`src/rtl/imem_loader.sv`:
```
// Boot loader: frames UART bytes into little-endian words, writes them into the
// instruction SRAM, verifies an XOR checksum and releases the core on success.
module imem_loader #(
  parameter int         ADDR_WIDTH     = 5,
  parameter logic [7:0] SYNC_BYTE      = 8'hA5,
  parameter int         TIMEOUT_CYCLES = 1_000_000,
  parameter logic [7:0] ACK_BYTE       = 8'h4B,
  parameter logic [7:0] NAK_BYTE       = 8'h45
) (
  input  logic        clk,
  input  logic        rst,
  input  logic        rx_valid,
  input  logic [7:0]  rx_data,
  input  logic        tx_ready,
  output logic        tx_valid,
  output logic [7:0]  tx_data,
  output logic [31:0] imem_din,
  output logic [31:0] imem_addr,
  output logic        imem_web,
  output logic        cpu_rst,
  output logic        load_done,
  output logic        load_err
);

  localparam int IDX_W = ADDR_WIDTH + 1;
  localparam int CNT_W = $clog2(TIMEOUT_CYCLES + 1);
  localparam logic [31:0]      CAP32    = 32'd1 << ADDR_WIDTH;
  localparam logic [CNT_W-1:0] CNT_LAST = CNT_W'(TIMEOUT_CYCLES - 1);

  typedef enum logic [2:0] {
    S_IDLE, S_LEN, S_DATA, S_WRITE, S_CHECK, S_DONE, S_ERR
  } state_t;

  state_t           state_q, state_d;
  logic [IDX_W-1:0] len_q, len_d, idx_q, idx_d;
  logic [1:0]       lane_q, lane_d;
  logic [23:0]      asm_q, asm_d;
  logic [7:0]       csum_q, csum_d;
  logic [CNT_W-1:0] cnt_q, cnt_d;
  logic             web_q, web_d;
  logic [31:0]      addr_q, addr_d, din_q, din_d;
  logic             cpu_rst_q, cpu_rst_d, done_q, done_d, err_q, err_d;
  logic             tx_valid_q, tx_valid_d;
  logic [7:0]       tx_data_q, tx_data_d;

  logic             go_done, go_err, tick, last_word, len_bad;
  logic [IDX_W-1:0] idx_inc;

  always_comb begin
    state_d    = state_q;
    len_d      = len_q;
    idx_d      = idx_q;
    lane_d     = lane_q;
    asm_d      = asm_q;
    csum_d     = csum_q;
    cnt_d      = cnt_q;
    web_d      = web_q;
    addr_d     = addr_q;
    din_d      = din_q;
    cpu_rst_d  = cpu_rst_q;
    done_d     = done_q;
    err_d      = err_q;
    tx_valid_d = tx_valid_q;
    tx_data_d  = tx_data_q;
    go_done    = 1'b0;
    go_err     = 1'b0;
    tick       = 1'b0;
    idx_inc    = idx_q + IDX_W'(1);
    last_word  = (idx_inc == len_q);
    len_bad    = (rx_data == 8'd0) || ({24'd0, rx_data} > CAP32);

    case (state_q)
      S_IDLE: begin
        if (rx_valid && rx_data == SYNC_BYTE) begin
          state_d   = S_LEN;
          cpu_rst_d = 1'b1;
          done_d    = 1'b0;
          err_d     = 1'b0;
          csum_d    = 8'd0;
          idx_d     = '0;
          lane_d    = 2'd0;
          cnt_d     = '0;
        end
      end
      S_LEN: begin
        if (rx_valid) begin
          cnt_d = '0;
          if (len_bad) begin
            go_err = 1'b1;
          end else begin
            len_d   = IDX_W'(rx_data);
            state_d = S_DATA;
          end
        end else begin
          tick = 1'b1;
        end
      end
      S_DATA: begin
        if (rx_valid) begin
          cnt_d  = '0;
          csum_d = csum_q ^ rx_data;
          lane_d = lane_q + 2'd1;
          case (lane_q)
            2'd0: asm_d[7:0]   = rx_data;
            2'd1: asm_d[15:8]  = rx_data;
            2'd2: asm_d[23:16] = rx_data;
            default: begin
              web_d   = 1'b0;
              addr_d  = 32'(idx_q) << 2;
              din_d   = {rx_data, asm_q};
              state_d = S_WRITE;
            end
          endcase
        end else begin
          tick = 1'b1;
        end
      end
      S_WRITE: begin
        web_d   = 1'b1;
        idx_d   = idx_inc;
        state_d = last_word ? S_CHECK : S_DATA;
        // A byte landing on the write cycle is either the next word's lane 0
        // or, after the final word, the checksum itself.
        if (rx_valid) begin
          cnt_d = '0;
          if (last_word) begin
            go_done = (rx_data == csum_q);
            go_err  = (rx_data != csum_q);
          end else begin
            asm_d[7:0] = rx_data;
            csum_d     = csum_q ^ rx_data;
            lane_d     = 2'd1;
          end
        end
      end
      S_CHECK: begin
        if (rx_valid) begin
          cnt_d   = '0;
          go_done = (rx_data == csum_q);
          go_err  = (rx_data != csum_q);
        end else begin
          tick = 1'b1;
        end
      end
      S_DONE, S_ERR: begin
        if (tx_valid_q && tx_ready) begin
          tx_valid_d = 1'b0;
          state_d    = S_IDLE;
        end
      end
      default: state_d = S_IDLE;
    endcase

    if (tick) begin
      if (cnt_q == CNT_LAST) go_err = 1'b1;
      else                   cnt_d  = cnt_q + CNT_W'(1);
    end

    if (go_done) begin
      state_d    = S_DONE;
      done_d     = 1'b1;
      cpu_rst_d  = 1'b0;
      tx_valid_d = 1'b1;
      tx_data_d  = ACK_BYTE;
    end else if (go_err) begin
      state_d    = S_ERR;
      err_d      = 1'b1;
      cpu_rst_d  = 1'b1;
      tx_valid_d = 1'b1;
      tx_data_d  = NAK_BYTE;
    end
  end

  always_ff @(posedge clk or negedge rst) begin
    if (!rst) begin
      state_q    <= S_IDLE;
      len_q      <= '0;
      idx_q      <= '0;
      lane_q     <= 2'd0;
      asm_q      <= 24'd0;
      csum_q     <= 8'd0;
      cnt_q      <= '0;
      web_q      <= 1'b1;
      addr_q     <= 32'd0;
      din_q      <= 32'd0;
      cpu_rst_q  <= 1'b1;
      done_q     <= 1'b0;
      err_q      <= 1'b0;
      tx_valid_q <= 1'b0;
      tx_data_q  <= 8'd0;
    end else begin
      state_q    <= state_d;
      len_q      <= len_d;
      idx_q      <= idx_d;
      lane_q     <= lane_d;
      asm_q      <= asm_d;
      csum_q     <= csum_d;
      cnt_q      <= cnt_d;
      web_q      <= web_d;
      addr_q     <= addr_d;
      din_q      <= din_d;
      cpu_rst_q  <= cpu_rst_d;
      done_q     <= done_d;
      err_q      <= err_d;
      tx_valid_q <= tx_valid_d;
      tx_data_q  <= tx_data_d;
    end
  end

  assign tx_valid  = tx_valid_q;
  assign tx_data   = tx_data_q;
  assign imem_din  = din_q;
  assign imem_addr = addr_q;
  assign imem_web  = web_q;
  assign cpu_rst   = cpu_rst_q;
  assign load_done = done_q;
  assign load_err  = err_q;

endmodule

```
`config.mk`:
```
export PLATFORM = sky130hd
export DESIGN_NAME = imem_loader
export DESIGN_NICKNAME = d
export VERILOG_FILES = /design/src/rtl/imem_loader.sv
export SDC_FILE = /design/constraint.sdc
export NUM_CORES = 1
export LEC_CHECK = 0
export CAP_MARGIN = 10
export CORE_ASPECT_RATIO = 1.75
export CORE_MARGIN = 1.5
export CORE_UTILIZATION = 38
export DETAILED_ROUTE_END_ITERATION = 8
export PLACE_DENSITY = 0.64
export RECOVER_POWER = 100
export SLEW_MARGIN = 10
export SYNTH_ARGS = -nofsm -noshare
export SYNTH_HDL_FRONTEND = slang
export SYNTH_SLANG_ARGS = --single-unit
```
`constraint.sdc`:
```
create_clock -name clk -period 6 [get_ports clk]
set_input_delay 1.2 -clock clk [delete_from_list [all_inputs] [get_ports clk]]
set_output_delay 1.2 -clock clk [all_outputs]
set_load 0.02 [all_outputs]
```
==> results_dict.tcl <==
set metrics [dict create \
    root_buffer "clkbuf_16" \
    design_area_sq_um 6730 \
    drc 0 \
    die_w_microns 94.7 \
    clk-insertion-delay-late_ns 0.41 \
    layout.cells.non_filler 739 \
    synthDistinctLibCells 60 \
    period_minus_slack_ns 3.96 \
    rows 58 \
    synth_top_area_share_pct 50.6 \
    grt_max_degree 76 \
    slew_viol_final 42 \
    min_path_type "reg -> reg" \
    wl_met3_microns 349 \
    netlist_area_sq_um 5590 \
    ys_seq_area_share_pct 51.5 \
    grt_overflow 0 \
    wl_per_cell_microns 16.8 \
    num_antenna_cells 0 \
    synthTopCellsByCount "dfrtp_1, mux2_2, nand2_1" \
    fin_tns_setup_ns 0 \
    placedCellCount 707 \
    grt_pass1_wl_mm 20.0 \
    setup_violations 0 \
    dr.max_layer_used "met4" \
    critPathLaunchType "input port" \
    maxCapViolCount 1 \
    ff2ff_path_depth 7 \
    antenna_found_initial 0 \
    core_sq_um 14400 \
    worstPathRequired_ns 6.29 \
    initial_core_util_pct 38.9 \
    yosysWarnings 0 \
    yosysMostFrequentCell "dfrtp_1" \
    place_area_sq_um 6180 \
    numCtsBuffers 17 \
    fmaxAchievable_mhz 253 \
    postLayoutCoreUtil_pct 46.9 \
    synthFlopType "dfrtp_1" \
    period_share_pct 66.0 \
    cts_tree "done" \
    cts_hold_buf 0 \
    synth_seq_cells 115 \
    track_usage_pct 17.0 \
    synth_edf_count 0 \
    post_cts_resized 0 \
    drt_iter0_drc 202 \
    drive_above_1_share_pct 18.2 \
    postSynth.asyncResetShare_pct 100 \
    die_y_microns 163 \
    dp_hpwl_mm 8.65 \
    hold_viol_final 0 \
    cts.reportedPaths.clkPinSlew_ns 0.06 \
    post_cts_buffers 0 \
    routed_wl_mm 12.4 \
    whs_path_depth 1 \
    netlist_top_cells_area "dfrtp_1, mux2_2, buf_4" \
    clockBufferDepth 2 \
    endpoint_kind "flop" \
    crit_type "in -> reg" \
    syn_inst 494 \
    reg2reg_slack_ns 2.51 \
    via_count 3931 \
    wl_met1_mm 4.77 \
    vias_per_cell 5.32 \
    crit_fanout 26 \
    worst_slew_pin_slew_ns 2.23 \
    port_buffers 59 \
    area_growth_pct 20.4 \
    die_area_sq_um 15500 \
    vdd_drop_max_mv 0.227 \
    wl_met2_mm 6.93 \
    relSlewSlack_pct -48.4 \
    grt_setup_unrepaired "false" \
    fin_worst_skew_ns 0.00822 \
    leakage_nw 2.98 \
    numClockSinks 115 \
    gp_congestion 0.822 \
    nets 564 \
    final_antenna_net_count 0 \
    power.density_nw_per_um2 534 \
    nFillCells 1315 \
    synth_area_leader_cell "dfrtp_1" \
    drtPass1Iterations 4 \
    status "complete, but fails checks" \
    violations "max-capacitance violations, max-slew violations" \
    syn_avg_cell_area_sq_um 11.3 \
    io_pins 89 \
    cp.arrival_ns 4.25 \
    grt_pass1_vias 3914 \
    htreeDepth 4 \
]
power by group:
| group | internal (mW) | switching (mW) | total [mW] |
|---|---|---|---|
| clock network | 0.594 | 0.395 | 0.989 |
| registers | 1.08 | 0.241 | 1.32 |
| logic | 0.618 | 0.668 | 1.29 |
through the flow:
stage               hold slack, ns  power [mW]  setup slack, ns
global placement             0.463        2.65             2.13
CTS                          0.500        3.69             2.53
detailed placement           0.489        2.69             2.11
global route                 0.516        3.79             1.84
floorplan                    0.445        2.19             2.84
finish                       0.494        3.60             2.04
layer usage:
layer	vias to the layer above	GRT usage (%)
li1	1804	-
met1	2007	18.5
met2	93	31.2
met3	27	3.49
met4	0	7.26
met5	-	0
cell usage in the layout (no fill, tap or decap), drive strengths merged, types with 3 or more instances in the layout:
| cell type | synthesis | layout |
|---|---|---|
| dlygate4sd3 | 0 | 51 |
| clkinv | 0 | 3 |
| and3 | 3 | 3 |
| inv | 9 | 16 |
| o41ai | 3 | 3 |
| nand4 | 6 | 6 |
| and2 | 6 | 6 |
| nor2 | 20 | 20 |
| mux2 | 69 | 69 |
| nand2 | 45 | 45 |
| nor2b | 13 | 13 |
| a21oi | 6 | 6 |
| o21ai | 19 | 19 |
| dfrtp | 113 | 113 |
| clkbuf | 19 | 21 |
| nor3 | 7 | 7 |
| nor4 | 6 | 6 |
| conb | 1 | 29 |
| o211ai | 5 | 5 |
| or4 | 5 | 5 |
| xnor2 | 11 | 11 |
| ha | 6 | 6 |
| or3 | 5 | 5 |
| a221o | 9 | 9 |
| o21bai | 3 | 3 |
| clkdlybuf4s50 | 0 | 7 |
| mux2i | 7 | 7 |
| o31ai | 4 | 4 |
| clkinvlp | 0 | 3 |
| nand3 | 16 | 16 |
| xor2 | 6 | 6 |
| nor3b | 3 | 3 |
critical path, stage by stage:
cell           delay (ns)
dlygate4sd3_1        0.69
nand2_1              0.20
nor2_1               0.10
nand2_1              0.47
clkbuf_1             1.14
mux2_2               0.43
state kept, by name, indices dropped and copies added, names as in the netlist:
signal / cells
cnt_q: 20
load_done: 1
lane_q: 2
cpu_rst: 1
load_err: 1
imem_din: 32
imem_addr: 6
state_q: 3
len_q: 6
csum_q: 8
imem_web: 1
tx_valid: 1
idx_q: 6
tx_data: 3
asm_q: 24
final timing paths:
kind                                            end                   start
min in group asynchronous   imem_din[9]$_DFFE_PN0P_                     rst
hold / removal               tx_data[2]$_DFFE_PN0P_  tx_data[2]$_DFFE_PN0P_
hold reg to reg              tx_data[2]$_DFFE_PN0P_  tx_data[2]$_DFFE_PN0P_
setup reg to reg           imem_din[19]$_DFFE_PN0P_  state_q[1]$_DFFE_PN0P_
setup / recovery           imem_din[19]$_DFFE_PN0P_                rx_valid
max in group asynchronous  imem_addr[7]$_DFFE_PN0P_                     rst
kinds of logic after synthesis:
logic type	Yosys count	share of synthesized area [%]
buffers and inverters	66	6.85
DFF	115	51.5
other	1	0.0670
and+or+nand+nor	147	13.9
adders and majority gates	7	1.52
xor gates and xnor gates	17	2.66
muxes	76	15.1
AOI/OAI and AO/OA	65	8.34
area by class of cell:
class	count	area (sq um)	area share [%]
clock buffer	18	439	6.52
clock inverter	14	144	2.14
inverter	9	33.8	0.502
multi-input combinational	341	2410	35.8
sequential	115	2880	42.8
tap	180	225	3.34
timing repair buffer	62	599	8.90
(Power assumes the default switching activity.)
